[config.mk]
export PLATFORM = sky130hd
export DESIGN_NAME = spi_ram_arbiter_flat
export DESIGN_NICKNAME = d
export VERILOG_FILES = /design/src/rtl/spi_ram_arbiter_if.sv /design/src/rtl/spi_ram_arbiter.sv /design/src/flat_wrapper.sv
export SDC_FILE = /design/constraint.sdc
export NUM_CORES = 1
export LEC_CHECK = 0
export CAP_MARGIN = 20
export CORE_UTILIZATION = 30
export CTS_BUF_LIST = sky130_fd_sc_hd__clkbuf_16
export DETAILED_ROUTE_END_ITERATION = 10
export PLACE_DENSITY_LB_ADDON = 0.3
export SYNTH_ARGS = -nofsm -noshare
export SYNTH_HDL_FRONTEND = slang
export SYNTH_SLANG_ARGS = --single-unit
[constraint.sdc]
create_clock -name clk -period 7.1 [get_ports clk]
set_input_delay 1.42 -clock clk [delete_from_list [all_inputs] [get_ports clk]]
set_output_delay 1.42 -clock clk [all_outputs]
set_load 0.01 [all_outputs]
[src/rtl/spi_ram_arbiter_if.sv]
// spi_ram_arbiter_if: per-master SPI slave ports plus the shared serial-RAM bus
interface spi_ram_arbiter_if #(
  parameter int N_MASTERS = 2,
  parameter int OWN_W     = (N_MASTERS > 1) ? $clog2(N_MASTERS) : 1
);
  logic [N_MASTERS-1:0] spi_nss, spi_sck, spi_mosi, spi_miso, spi_miso_oe, mbox_irq;
  logic                 ram_nss, ram_sck, ram_mosi, ram_miso, ram_busy;
  logic [OWN_W-1:0]     ram_owner;
  modport slave (
    input  spi_nss, spi_sck, spi_mosi, ram_miso,
    output spi_miso, spi_miso_oe, ram_nss, ram_sck, ram_mosi, ram_owner, ram_busy, mbox_irq
  );
  modport master (
    output spi_nss, spi_sck, spi_mosi, ram_miso,
    input  spi_miso, spi_miso_oe, ram_nss, ram_sck, ram_mosi, ram_owner, ram_busy, mbox_irq
  );
endinterface

[src/rtl/spi_ram_arbiter.sv]
// spi_ram_arbiter: clk-domain SPI-slave hub sharing one serial RAM and per-master mailboxes
module spi_ram_arbiter #(
  parameter int N_MASTERS   = 2,
  parameter int SYNC_STAGES = 2,
  parameter int DATA_W      = 8
) (
  input logic              clk,
  input logic              reset,
  spi_ram_arbiter_if.slave bus
);
  localparam int OWN_W = (N_MASTERS > 1) ? $clog2(N_MASTERS) : 1;
  localparam int CW    = (DATA_W > 1) ? $clog2(DATA_W) : 1;
  typedef enum logic [2:0] {IDLE, OPCODE, WR_MBOX, RD_MBOX, RAM, RD_STAT, DISCARD} st_t;
  logic [N_MASTERS-1:0] req, win, gnt, nss_rise, wr_en, clr, miso, oe, irq, irq_set;
  logic [DATA_W-1:0]    rx_byte [N_MASTERS];
  logic [DATA_W-1:0]    mbox [N_MASTERS];
  logic                 busy, gnt_any, rel;
  logic [OWN_W-1:0]     owner, rr, gnt_idx;
  // lowest rotated index from rr wins
  always_comb begin
    gnt_any = 1'b0;
    gnt_idx = '0;
    for (int k = N_MASTERS - 1; k >= 0; k--)
      if (req[(int'(rr) + k) % N_MASTERS]) begin
        gnt_any = 1'b1;
        gnt_idx = OWN_W'((int'(rr) + k) % N_MASTERS);
      end
  end
  assign win = (gnt_any && !busy) ? (N_MASTERS'(1) << gnt_idx) : '0;
  assign gnt = busy ? (N_MASTERS'(1) << owner) : '0;
  assign rel = busy && nss_rise[owner];
  always_ff @(posedge clk or posedge reset)
    if (reset) begin
      busy  <= 1'b0;
      owner <= '0;
      rr    <= '0;
    end else if (rel) begin
      busy <= 1'b0;
    end else if (!busy && gnt_any) begin
      busy  <= 1'b1;
      owner <= gnt_idx;
      rr    <= (int'(gnt_idx) == N_MASTERS - 1) ? '0 : gnt_idx + 1'b1;
    end
  // a write by master i flags the mailbox to master i+1; set beats clear
  assign irq_set = {wr_en[N_MASTERS-2:0], wr_en[N_MASTERS-1]};
  always_ff @(posedge clk or posedge reset)
    if (reset) begin
      irq <= '0;
      for (int k = 0; k < N_MASTERS; k++) mbox[k] <= '0;
    end else begin
      irq <= (irq & ~clr) | irq_set;
      for (int k = 0; k < N_MASTERS; k++) if (wr_en[k]) mbox[k] <= rx_byte[k];
    end
  assign bus.spi_miso    = miso;
  assign bus.spi_miso_oe = oe;
  assign bus.mbox_irq    = irq;
  assign bus.ram_nss     = !busy;
  assign bus.ram_sck     = busy && bus.spi_sck[owner];
  assign bus.ram_mosi    = busy && bus.spi_mosi[owner];
  assign bus.ram_owner   = owner;
  assign bus.ram_busy    = busy;
  genvar i;
  for (i = 0; i < N_MASTERS; i++) begin : g_port
    localparam int PREV = (i + N_MASTERS - 1) % N_MASTERS;
    st_t                    st, nxt;
    logic [SYNC_STAGES-1:0] nss_sr, sck_sr, mosi_sr;
    logic                   nss_q, sck_q, miso_q, nak, rd_first, nss_n, rise, fall, done;
    logic [CW-1:0]          cnt;
    logic [DATA_W-1:0]      rx, tx, rx_nxt, stat, load;
    assign nss_n       = nss_sr[SYNC_STAGES-1];
    assign nss_rise[i] = !nss_q && nss_n;
    assign rise        = sck_sr[SYNC_STAGES-1] && !sck_q && !nss_n;
    assign fall        = !sck_sr[SYNC_STAGES-1] && sck_q && !nss_n;
    assign done        = rise && cnt == CW'(DATA_W - 1);
    assign rx_nxt      = {rx[DATA_W-2:0], mosi_sr[SYNC_STAGES-1]};
    assign stat        = DATA_W'({busy, irq[i], gnt[i], 1'b0, 4'(owner)}) << (DATA_W - 8);
    // transmit data is captured at byte start, so a same-clk mailbox write is seen next byte
    assign load        = (nxt == RD_MBOX) ? mbox[PREV] : (nxt == RD_STAT) ? stat : '0;
    assign req[i]      = st == RAM && !gnt[i];
    assign wr_en[i]    = st == WR_MBOX && done;
    assign clr[i]      = st == RD_MBOX && done && rd_first;
    assign rx_byte[i]  = rx_nxt;
    assign miso[i]     = gnt[i] ? bus.ram_miso : (st == DISCARD) ? nak : miso_q;
    assign oe[i]       = gnt[i] || !nss_n;
    always_comb begin
      nxt = st;
      if (nss_rise[i]) nxt = IDLE;
      else if (st == IDLE && nss_q && !nss_n) nxt = OPCODE;
      else if (st == OPCODE && done)
        nxt = (rx_nxt == DATA_W'(1)) ? WR_MBOX :
              (rx_nxt == DATA_W'(2)) ? RD_MBOX :
              (rx_nxt == DATA_W'(3)) ? RAM :
              (rx_nxt == DATA_W'(4)) ? RD_STAT : DISCARD;
      else if (st == RAM && !gnt[i] && !win[i]) nxt = DISCARD;
    end
    always_ff @(posedge clk or posedge reset)
      if (reset) begin
        st       <= IDLE;
        nss_sr   <= '1;
        sck_sr   <= '0;
        mosi_sr  <= '0;
        nss_q    <= 1'b1;
        sck_q    <= 1'b0;
        cnt      <= '0;
        rx       <= '0;
        tx       <= '0;
        miso_q   <= 1'b0;
        nak      <= 1'b0;
        rd_first <= 1'b0;
      end else begin
        st       <= nxt;
        nss_sr   <= {nss_sr[SYNC_STAGES-2:0], bus.spi_nss[i]};
        sck_sr   <= {sck_sr[SYNC_STAGES-2:0], bus.spi_sck[i]};
        mosi_sr  <= {mosi_sr[SYNC_STAGES-2:0], bus.spi_mosi[i]};
        nss_q    <= nss_n;
        sck_q    <= sck_sr[SYNC_STAGES-1];
        nak      <= (st == RAM && nxt == DISCARD) || (nak && nxt != IDLE);
        rd_first <= (nxt == RD_MBOX) && (st == OPCODE || (rd_first && !done));
        if (st == IDLE && nxt == OPCODE) begin
          cnt    <= '0;
          rx     <= '0;
          tx     <= '0;
          miso_q <= 1'b0;
        end else if (rise) begin
          cnt <= done ? '0 : cnt + 1'b1;
          rx  <= rx_nxt;
          if (done) tx <= load;
        end else if (fall) begin
          miso_q <= tx[DATA_W-1];
          tx     <= tx << 1;
        end
      end
  end
endmodule

[src/flat_wrapper.sv]
// flat-port wrapper written by rule: the top's interface ports become plain ports
module spi_ram_arbiter_flat 
#(
  parameter int N_MASTERS   = 2,
  parameter int SYNC_STAGES = 2,
  parameter int DATA_W      = 8
)
  (clk, reset, bus_spi_nss, bus_spi_sck, bus_spi_mosi, bus_ram_miso, bus_spi_miso, bus_spi_miso_oe, bus_ram_nss, bus_ram_sck, bus_ram_mosi, bus_ram_owner, bus_ram_busy, bus_mbox_irq);
  spi_ram_arbiter_if #(.N_MASTERS(N_MASTERS)) bus_i ();
  input logic clk;
  input logic reset;
  input wire logic [$bits(bus_i.spi_nss)-1:0] bus_spi_nss;
  input wire logic [$bits(bus_i.spi_sck)-1:0] bus_spi_sck;
  input wire logic [$bits(bus_i.spi_mosi)-1:0] bus_spi_mosi;
  input wire logic [$bits(bus_i.ram_miso)-1:0] bus_ram_miso;
  output wire logic [$bits(bus_i.spi_miso)-1:0] bus_spi_miso;
  output wire logic [$bits(bus_i.spi_miso_oe)-1:0] bus_spi_miso_oe;
  output wire logic [$bits(bus_i.ram_nss)-1:0] bus_ram_nss;
  output wire logic [$bits(bus_i.ram_sck)-1:0] bus_ram_sck;
  output wire logic [$bits(bus_i.ram_mosi)-1:0] bus_ram_mosi;
  output wire logic [$bits(bus_i.ram_owner)-1:0] bus_ram_owner;
  output wire logic [$bits(bus_i.ram_busy)-1:0] bus_ram_busy;
  output wire logic [$bits(bus_i.mbox_irq)-1:0] bus_mbox_irq;
  assign bus_i.spi_nss = bus_spi_nss;
  assign bus_i.spi_sck = bus_spi_sck;
  assign bus_i.spi_mosi = bus_spi_mosi;
  assign bus_i.ram_miso = bus_ram_miso;
  assign bus_spi_miso = bus_i.spi_miso;
  assign bus_spi_miso_oe = bus_i.spi_miso_oe;
  assign bus_ram_nss = bus_i.ram_nss;
  assign bus_ram_sck = bus_i.ram_sck;
  assign bus_ram_mosi = bus_i.ram_mosi;
  assign bus_ram_owner = bus_i.ram_owner;
  assign bus_ram_busy = bus_i.ram_busy;
  assign bus_mbox_irq = bus_i.mbox_irq;
  spi_ram_arbiter #(.N_MASTERS(N_MASTERS), .SYNC_STAGES(SYNC_STAGES), .DATA_W(DATA_W)) u_core (.clk(clk), .reset(reset), .bus(bus_i));
endmodule
* Word-level counts from Yosys, hierarchy flattened
Index checks and enable logic that the tools add are counted.
Cells by class: $add $sub $neg 4, shift operators 2, bitwise gates (word level) 5, equality and inequality tests 32, muxes and demuxes 68, order comparisons 3, reductions and logical operators 79
Operators with widths (number):
- two-way mux 8 bit | 12
- two-way mux 3 bit | 20
- logical AND 1 bit | 42
- == test 8 x 2 -> 1 bit (second input constant) | 4
- == test 3 bit (second input constant) | 10
- two-way mux 1 bit | 28
- two-way mux 7 bit | 4
- == test 3 x 2 -> 1 bit (second input constant) | 6
- == test 8 x 1 -> 1 bit (second input constant) | 2
- == test 8 x 3 -> 1 bit (second input constant) | 2
- logical NOT 1 bit | 15
- == test 3 x 1 -> 1 bit (second input constant) | 4
- nonzero test 3 bit | 4
- AND reduction 2 bit | 5
- nonzero test 2 bit | 5
- two-way mux 2 bit | 4
- adder 3 x 1 -> 3 bit (second input constant) | 2
- logical NOT 3 bit | 2
- logical OR 1 bit | 6
- != test 3 bit (second input constant) | 2
- less-than comparator 1 x 2 -> 1 bit (second input constant) | 2
- != test 2 bit (second input constant) | 2
- left shift 1 x 1 -> 2 bit (first input constant) | 2
- less-than comparator 2 x 3 -> 1 bit (second input constant) | 1
- 6 further kinds | 7
Word-level totals: register bits 85, logic and storage cells 223

* Depth between registers and ports, before layout
depth in word-level cells 23, mapped depth 8, gate-level depth less buffers 7

* Least setup slack after synthesis
Ideal clock, no wire load.
path kind input -> output, start in bus_ram_miso, end out bus_spi_miso[1], path slack 4.030 ns, data required time 5.680 ns, cell stages on the path 2, arrival time 1.650 ns, cells stage by stage nor2_1 > a21oi_1
On the way: longest elaborated chain between the ends 1
RTL lines:
- from (decl) | RTL line flat_wrapper.sv:15 | input wire logic [$bits(bus_i.ram_miso)-1:0] bus_ram_miso;
- two-way mux 1 bit | RTL line spi_ram_arbiter.sv:83 | assign miso[i] = gnt[i] ? bus.ram_miso : (st == DISCARD) ? nak : miso_q;
- to (decl) | RTL line flat_wrapper.sv:16 | output wire logic [$bits(bus_i.spi_miso)-1:0] bus_spi_miso;
Every way passes these cells.

* Worst setup path in the final report
start in bus_ram_miso, end out bus_spi_miso[0]
Same word-level chain as after synthesis.

==> flow_results.xml <==
<?xml version="1.0" encoding="UTF-8"?>
<metrics>
  <group name="grt">
    <metric name="initial_antenna_violation_count" unit="">0</metric>
    <metric name="maximum_number_of_pins_on_one_net_before_global_route_repair" unit="">86</metric>
    <metric name="grt_usage" unit="%">14.2</metric>
    <metric name="overflow" unit="">0</metric>
    <metric name="grt_first_pass_wirelength" unit="mm">15.7</metric>
    <metric name="first_global_vias" unit="">3013</metric>
  </group>
  <group name="floorplanning">
    <metric name="boundaryPins" unit="">20</metric>
    <metric name="floorplan.die.width" unit="um">119</metric>
    <metric name="floorplan.die.height" unit="um">119</metric>
    <metric name="placeableCoreArea" unit="um2">13300</metric>
    <metric name="start_util" unit="%">30.9</metric>
    <metric name="floorplan.die_area" unit="um2">14200</metric>
    <metric name="num_rows" unit="">42</metric>
  </group>
  <group name="clock_tree">
    <metric name="tritoncts" unit="">done</metric>
    <metric name="cts-htree-levels" unit="">3</metric>
    <metric name="cts_root_buf" unit="">sky130_fd_sc_hd__clkbuf_16</metric>
    <metric name="ctsLongestPathBuffers" unit="">2</metric>
    <metric name="cts_repair_resize_count" unit="">0</metric>
    <metric name="cts_setup_buffers" unit="">0</metric>
    <metric name="path_clk_slew" unit="ns">0.06</metric>
    <metric name="source_to_sink_clock_delay_at_the_later_pin_of_the_worst_skew_pair" unit="ns">0.35</metric>
    <metric name="hold_buffers" unit="">0</metric>
    <metric name="clkSinkCount" unit="">85</metric>
    <metric name="numCtsBuffers" unit="">9</metric>
  </group>
  <group name="worst_hold_path">
    <metric name="timing.hold.worst_path_depth" unit="">0</metric>
    <metric name="hp-start" unit="">u_core.g_port[0].mosi_sr[0]</metric>
    <metric name="whs_endpoint" unit="">u_core.g_port[0].mosi_sr[1]</metric>
    <metric name="worst_min_delay_path_category" unit="">reg -&gt; reg</metric>
  </group>
  <group name="logic_synthesis">
    <metric name="synth-seq-area-share" unit="%">52.0</metric>
    <metric name="synthXorXnorAreaFrac" unit="%">0.853</metric>
    <metric name="average_footprint_of_a_synthesized_cell" unit="um2">10.3</metric>
    <metric name="ys_top_cells_by_area" unit="">sky130_fd_sc_hd__dfrtp_1, sky130_fd_sc_hd__nand2_1, sky130_fd_sc_hd__a21oi_1, sky130_fd_sc_hd__dfstp_2, sky130_fd_sc_hd__mux2_2</metric>
    <metric name="mappedNetlistNets" unit="">413</metric>
    <metric name="synth_largest_type_area_fraction" unit="%">48.2</metric>
    <metric name="synth_area_in_compound_gates" unit="%">14.4</metric>
    <metric name="synth.ff_latch_count" unit="">85</metric>
    <metric name="synthesis.instances" unit="">400</metric>
    <metric name="yosysUniqueCellTypes" unit="">66</metric>
    <metric name="yosys-mux-area-fraction" unit="%">6.55</metric>
    <metric name="netlist_area" unit="um2">4110</metric>
    <metric name="yosys.area_share.simple" unit="%">21.2</metric>
    <metric name="synth-async-reset-ratio" unit="%">100</metric>
    <metric name="synth_fa_ha_area_share" unit="%">1.22</metric>
    <metric name="dominant_combinational_cell_family_by_area_after_synthesis" unit="">simple AND/OR/NAND/NOR gates</metric>
    <metric name="number_of_synthesized_flops_with_an_enable_pin" unit="">0</metric>
    <metric name="yosysWarnings" unit="">0</metric>
    <metric name="synth_top_flop_cell" unit="">sky130_fd_sc_hd__dfrtp_1</metric>
    <metric name="netlist.top_cell.by_area" unit="">sky130_fd_sc_hd__dfrtp_1</metric>
  </group>
  <group name="critical_path">
    <metric name="reg2reg_depth" unit="">6</metric>
    <metric name="critical_path.endpoint_type" unit="">output port</metric>
    <metric name="worst_ep_arrival_time" unit="ns">2.75</metric>
    <metric name="worst_r2r_startpoint" unit="">u_core.g_port[0].cnt[0]</metric>
    <metric name="critical_path_peak_fanout" unit="">2</metric>
    <metric name="critical_path.startpoint_type" unit="">primary input</metric>
    <metric name="worst_ep_required" unit="ns">5.68</metric>
    <metric name="worst_reg2reg_endpoint" unit="">u_core.g_port[0].tx[7]</metric>
    <metric name="timing_worst_setup_path_type" unit="">in -&gt; out</metric>
    <metric name="setup.reg_to_reg.worst_slack" unit="ns">4.42</metric>
    <metric name="timing_startpoint_of_the_critical_path" unit="">bus_ram_miso</metric>
  </group>
  <group name="drt">
    <metric name="drtAntennaViolNets" unit="">0</metric>
    <metric name="drtPass1Iterations" unit="">4</metric>
    <metric name="initialDrtViolationCount" unit="">233</metric>
    <metric name="detail_route.wirelength" unit="mm">9.37</metric>
    <metric name="detail_route.vias_per_cell" unit="">5.07</metric>
    <metric name="avgRoutedWirePerCell" unit="um">15.7</metric>
    <metric name="dr_total_vias" unit="">3024</metric>
    <metric name="post-route-drc-count" unit="">0</metric>
  </group>
  <group name="power_and_ir_drop">
    <metric name="ir_worst_vdd" unit="uV">97.9</metric>
    <metric name="finalPower" unit="mW">1.06</metric>
    <metric name="total_leakage_power" unit="nW">2.01</metric>
    <metric name="cellPowerDensity" unit="nW/um2">226</metric>
  </group>
  <group name="sta">
    <metric name="timing_worst_slew_pin_value" unit="ns">1.04</metric>
    <metric name="timing_max_transition_violations_final" unit="">0</metric>
    <metric name="final_hold_violating_endpoints" unit="">0</metric>
    <metric name="setup_violations" unit="">0</metric>
    <metric name="post_layout_minimum_cycle_time" unit="ns">4.17</metric>
    <metric name="timing.hold.ws" unit="ns">0.352</metric>
    <metric name="post-route-period-util" unit="%">58.7</metric>
    <metric name="fmax" unit="MHz">240</metric>
    <metric name="rsz0062_at_grt" unit="">no</metric>
    <metric name="layout_setup_ws" unit="ns">2.93</metric>
    <metric name="totalNegativeSetupSlack" unit="ns">0</metric>
    <metric name="clock_skew" unit="ns">0.0100</metric>
    <metric name="relSlewSlack" unit="%">30.1</metric>
  </group>
  <group name="finish">
    <metric name="highest_count_cells_in_the_layout_ignoring_fill_and_taps" unit="">sky130_fd_sc_hd__dfrtp_1, sky130_fd_sc_hd__nand2_1, sky130_fd_sc_hd__a21oi_1</metric>
    <metric name="final_common_cell" unit="">sky130_fd_sc_hd__dfrtp_1</metric>
    <metric name="area.growth.synth_to_final" unit="%">14.7</metric>
    <metric name="final_net_count" unit="">429</metric>
    <metric name="final_area" unit="um2">4710</metric>
    <metric name="drive_gt1_share" unit="%">11.9</metric>
    <metric name="num_antenna_cells" unit="">0</metric>
  </group>
  <group name="run">
    <metric name="maxCapViolations" unit="">0</metric>
  </group>
  <group name="run_status">
    <metric name="run_status" unit="">finished clean</metric>
  </group>
  <group name="place">
    <metric name="finalWeightedCongestion" unit="">0.820</metric>
    <metric name="place.detailed.hpwl" unit="mm">6.47</metric>
    <metric name="place_ws" unit="ns">2.90</metric>
    <metric name="buffer_ports.inserted" unit="">19</metric>
    <metric name="dpl_cell_area" unit="um2">4430</metric>
  </group>
</metrics>
state kept, by name, summed over array words and instances (netlist names):
name and cells:
u_core.g_port.tx 16, u_core.mbox 16, u_core.g_port.rx 14, u_core.g_port.cnt 6, u_core.g_port.st 6, u_core.g_port.mosi_sr 4
u_core.g_port.nss_sr 4, u_core.g_port.sck_sr 4, u_core.bus.mbox_irq 2, u_core.g_port.miso_q 2, u_core.g_port.nak 2, u_core.g_port.nss_q 2
u_core.g_port.rd_first 2, u_core.g_port.sck_q 2, u_core.bus.ram_busy 1, u_core.bus.ram_owner 1, u_core.rr 1
critical path: stages:
cell                              delay [ns]
sky130_fd_sc_hd__clkdlybuf4s50_1        0.54
sky130_fd_sc_hd__nand2_1                0.06
sky130_fd_sc_hd__o21ai_0                0.13
sky130_fd_sc_hd__clkdlybuf4s50_1        0.60
Yosys cell counts (all sizes together) (3+ instances only):
master and number:
buf 8, a221o 4, xnor2 4, nor2 27
or3b 4, ha 4, nand3b 7, o21ai 11
nand2 61, mux2i 10, clkbuf 9, or3 3
dfrtp 79, a31oi 3, or4 3, o31ai 5
mux2 15, inv 13, nand2b 5, and3 9
o221ai 5, nor3 10, nand3 5, nor2b 6
nand4 7, dfstp 6, nor3b 3, a21oi 43
kinds of logic after synthesis:
logic type                 Yosys count
AOI/OAI and AO/OA                   88
xor gates and xnor gates             4
adders and majority gates            4
buffers and inverters               31
DFF                                 85
muxes                               25
and+or+nand+nor                    163
metrics by stage:
| step | std cells | utilization, % |
|---|---|---|
| 2_1_floorplan | 400 | - |
| 6_report | 596 | 35.4 |
| 5_1_grt | 596 | 35.4 |
| 3_5_place_dp | 580 | 33.3 |
| 4_1_cts | 595 | 35.2 |
| 3_3_place_gp | 580 | 33.3 |
how the worst max path moves through the flow:
stage	endpoint	slack (ns)	cells past startpoint
2_1_floorplan	u_core.bus.mbox_irq[0]	3.50	1
3_3_place_gp	bus_spi_miso[0]	2.89	4
3_5_place_dp	bus_spi_miso[0]	2.90	4
4_1_cts	bus_spi_miso[0]	2.90	4
5_1_grt	bus_ram_sck	2.90	4
6_report	bus_spi_miso[0]	2.93	4
final cells by class:
| type | instances | area, um2 |
|---|---|---|
| Clock buffer | 9 | 225 |
| Clock inverter | 6 | 25.0 |
| Fill cell | 1318 | 8590 |
| Inverter | 14 | 53.8 |
| Multi-Input combinational cell | 284 | 1820 |
| Sequential cell | 85 | 2130 |
| Tap cell | 176 | 220 |
| Timing Repair Buffer | 22 | 233 |
power breakdown:
part / internal (mW) / leakage, nW / switching, mW
clock: 0.229 / 0.136 / 0.186
combinational: 0.0452 / 0.755 / 0.0629
sequential: 0.512 / 1.12 / 0.0266
total: 0.786 / 2.01 / 0.276
per-layer routing:
layer	GRT usage [%]	part of all wire, %	vias to the layer above
met5	0	0	-
met4	5.54	1.9	0
met3	2.73	2.9	12
met2	23.1	49	51
met1	18.6	46	1487
li1	-	-	1474
Note: power is estimated with default switching activity, not from simulation.
==> edit (same flow settings) <==
`SYNC_STAGES` is set to 2 in 2 places; all go to 4.
--- a/src/rtl/spi_ram_arbiter.sv
+++ b/src/rtl/spi_ram_arbiter.sv
@@ -1,7 +1,7 @@
 // spi_ram_arbiter: clk-domain SPI-slave hub sharing one serial RAM and per-master mailboxes
 module spi_ram_arbiter #(
   parameter int N_MASTERS   = 2,
-  parameter int SYNC_STAGES = 2,
+  parameter int SYNC_STAGES = 4,
   parameter int DATA_W      = 8
 ) (
   input logic              clk,
--- a/src/flat_wrapper.sv
+++ b/src/flat_wrapper.sv
@@ -2,7 +2,7 @@
 module spi_ram_arbiter_flat 
 #(
   parameter int N_MASTERS   = 2,
-  parameter int SYNC_STAGES = 2,
+  parameter int SYNC_STAGES = 4,
   parameter int DATA_W      = 8
 )
   (clk, reset, bus_spi_nss, bus_spi_sck, bus_spi_mosi, bus_ram_miso, bus_spi_miso, bus_spi_miso_oe, bus_ram_nss, bus_ram_sck, bus_ram_mosi, bus_ram_owner, bus_ram_busy, bus_mbox_irq);
Check against the original RTL: not equivalent (Yosys sat finds a counterexample within 4 cycles, from zero or initial values and one cycle with reset high).
==> edit against the original RTL <==
  * Largest cell class unchanged
  * Sequential power increased by 11%
  * Power increased by 5.3%
  * First-iteration DRC count increased by 25%
  * Critical path depth unchanged
  * Non-clock buffer count increased by 1
  * Sequential cell count increased by 12
  * Wire length decreased by 5.9%
  * Worst setup slack got worse by 33 ps
  * Cell count decreased by 1.3%
  * Register-to-register slack got worse by 100 ps
  * Synthesized area increased by 6.3%
  * Cell area increased by 6.0%
==> edit: results (changes against the original RTL) <==
- The net switching power figure is 0.000274 W (was 0.000276 W).
- The number of library cell types mapped by synthesis is 56 (was 66).
- The post-route clock skew came to 6.96 ps (was 10.0 ps).
- Result of the run: finished clean (unchanged).
- The critical register-to-register path startpoint is u_core.g_port[1].rx[3]$_DFFE_PP0P_ (was u_core.g_port[0].cnt[0]$_DFFE_PP0P_).
- The relative slew slack is 33.9% (was 30.1%).
- The HPWL after detailed placement is 6090 µm (was 6470 µm).
- The instance count of the mapped netlist is 386 (was 400).
- The static power due to leakage was 2.17 nW (was 2.01 nW).
- Top cells by area in the synthesized netlist: sky130_fd_sc_hd__dfrtp_1, sky130_fd_sc_hd__dfstp_2, sky130_fd_sc_hd__mux2i_1 (was sky130_fd_sc_hd__dfrtp_1, sky130_fd_sc_hd__nand2_1, sky130_fd_sc_hd__a21oi_1).
- The vias per cell was 5.09 (was 5.07).
- The met3 track demand over resource in global routing came to 4.23% (was 2.73%).
- The met2 wire length is 3920 µm (was 4580 µm).
- The global router's overall resource usage is 13.3% (was 14.2%).
- The detailed-route wire length on metal 1 was 4420 µm (was 4340 µm).
- The routed wirelength normalized by instance count is 15.0 µm (was 15.7 µm).
- The post-route worst hold slack is 347 ps (was 352 ps).
- Leading cell types by count after synthesis: sky130_fd_sc_hd__dfrtp_1, sky130_fd_sc_hd__nand2_1, sky130_fd_sc_hd__nor2_1 (was sky130_fd_sc_hd__dfrtp_1, sky130_fd_sc_hd__nand2_1, sky130_fd_sc_hd__a21oi_1).
- The reg-to-reg setup timing slack is 4320 ps (was 4420 ps).
- The maximum resistive drop on vdd is 0.102 mV (was 0.0979 mV).
- The global routing met1 resource utilization is 18.7% (was 18.6%).
- The number of global-route vias before repair is 2978 (was 3013).
- The post-placement cell count was 570 (was 580).
- The met3 layer wire length in the routed design is 392 µm (was 271 µm).
- The count of cells along the worst register-to-register path is 5 (was 6).
- The global routing usage on met2 came to 19.0% (was 23.1%).
- The post-detailed-placement cell area is 0.00471 mm² (was 0.00443 mm²).
- The net count after synthesis is 399 (was 413).
- The final weighted congestion of routability-driven global placement is 0.858 (was 0.820).
- The reg-to-reg endpoint was u_core.g_port[1].tx[0]$_DFFE_PP0P_ (was u_core.g_port[0].tx[7]$_DFFE_PP0P_).
## edit: cell types whose count changed after synthesis, moves of 7 or more
cell	unedited run	this run
sky130_fd_sc_hd__a21oi_1	43	20
sky130_fd_sc_hd__o21ai_0	8	16
sky130_fd_sc_hd__dfrtp_1	79	87
sky130_fd_sc_hd__and3_1	9	0
sky130_fd_sc_hd__mux2i_1	10	17
sky130_fd_sc_hd__nand2_1	61	44
## edit: layout make-up
| cell class | instances | area [µm²] |
|---|---|---|
| fillers | 1382 | 9050 |
| flip-flops and latches | 97 | 2440 |
| multi-input cells | 259 | 1790 |
| clock buffers | 9 | 225 |
| well taps | 180 | 225 |
| repair buffers | 23 | 224 |
| inverters | 13 | 51.3 |
| clock inverters | 7 | 32.5 |
## edit: logic make-up (layout without fill, tap and decap cells)
group                    Yosys count  in the layout  share of synthesized area [%]
AND/OR/NAND/NOR                  139            139                           18.0
flip-flops                        97             97                           55.9
AO/OA/AOI/OAI                     82             82                           13.7
multiplexers                      30             30                           7.25
buffers and inverters             30             52                           3.21
adder cells (fa/ha/maj)            4              4                           1.15
XOR/XNOR                           4              4                          0.803
## edit: through the flow
stage                     setup WS, ps  total power [W]
after floorplan                   3160         0.000675
after detailed placement          2920         0.000703
after global routing              2840          0.00118
after global placement            2890         0.000699
final                             2900          0.00112
after CTS                         2910          0.00114
## edit: how the worst min path moves through the flow
| stage | from | to | cells past startpoint |
|---|---|---|---|
| 2_1_floorplan | u_core.g_port[0].mosi_sr[0]$_DFF_PP0_ | u_core.g_port[0].mosi_sr[1]$_DFF_PP0_ | 0 |
| 3_3_place_gp | u_core.g_port[0].sck_sr[2]$_DFF_PP0_ | u_core.g_port[0].sck_sr[3]$_DFF_PP0_ | 0 |
| 3_5_place_dp | u_core.g_port[1].mosi_sr[0]$_DFF_PP0_ | u_core.g_port[1].mosi_sr[1]$_DFF_PP0_ | 0 |
| 4_1_cts | u_core.g_port[1].mosi_sr[0]$_DFF_PP0_ | u_core.g_port[1].mosi_sr[1]$_DFF_PP0_ | 0 |
| 5_1_grt | u_core.g_port[0].sck_sr[2]$_DFF_PP0_ | u_core.g_port[0].sck_sr[3]$_DFF_PP0_ | 0 |
| 6_report | u_core.g_port[1].mosi_sr[0]$_DFF_PP0_ | u_core.g_port[1].mosi_sr[1]$_DFF_PP0_ | 0 |
## edit: power by group through the flow
stage / logic, W / registers [W] / clock network (W)
2_1_floorplan: 0.0000798 / 0.000595 / 0
3_3_place_gp: 0.0000907 / 0.000608 / 0
3_5_place_dp: 0.0000938 / 0.000609 / 0
4_1_cts: 0.0000941 / 0.000599 / 0.000446
5_1_grt: 0.000105 / 0.000603 / 0.000470
6_report: 0.0000940 / 0.000599 / 0.000425
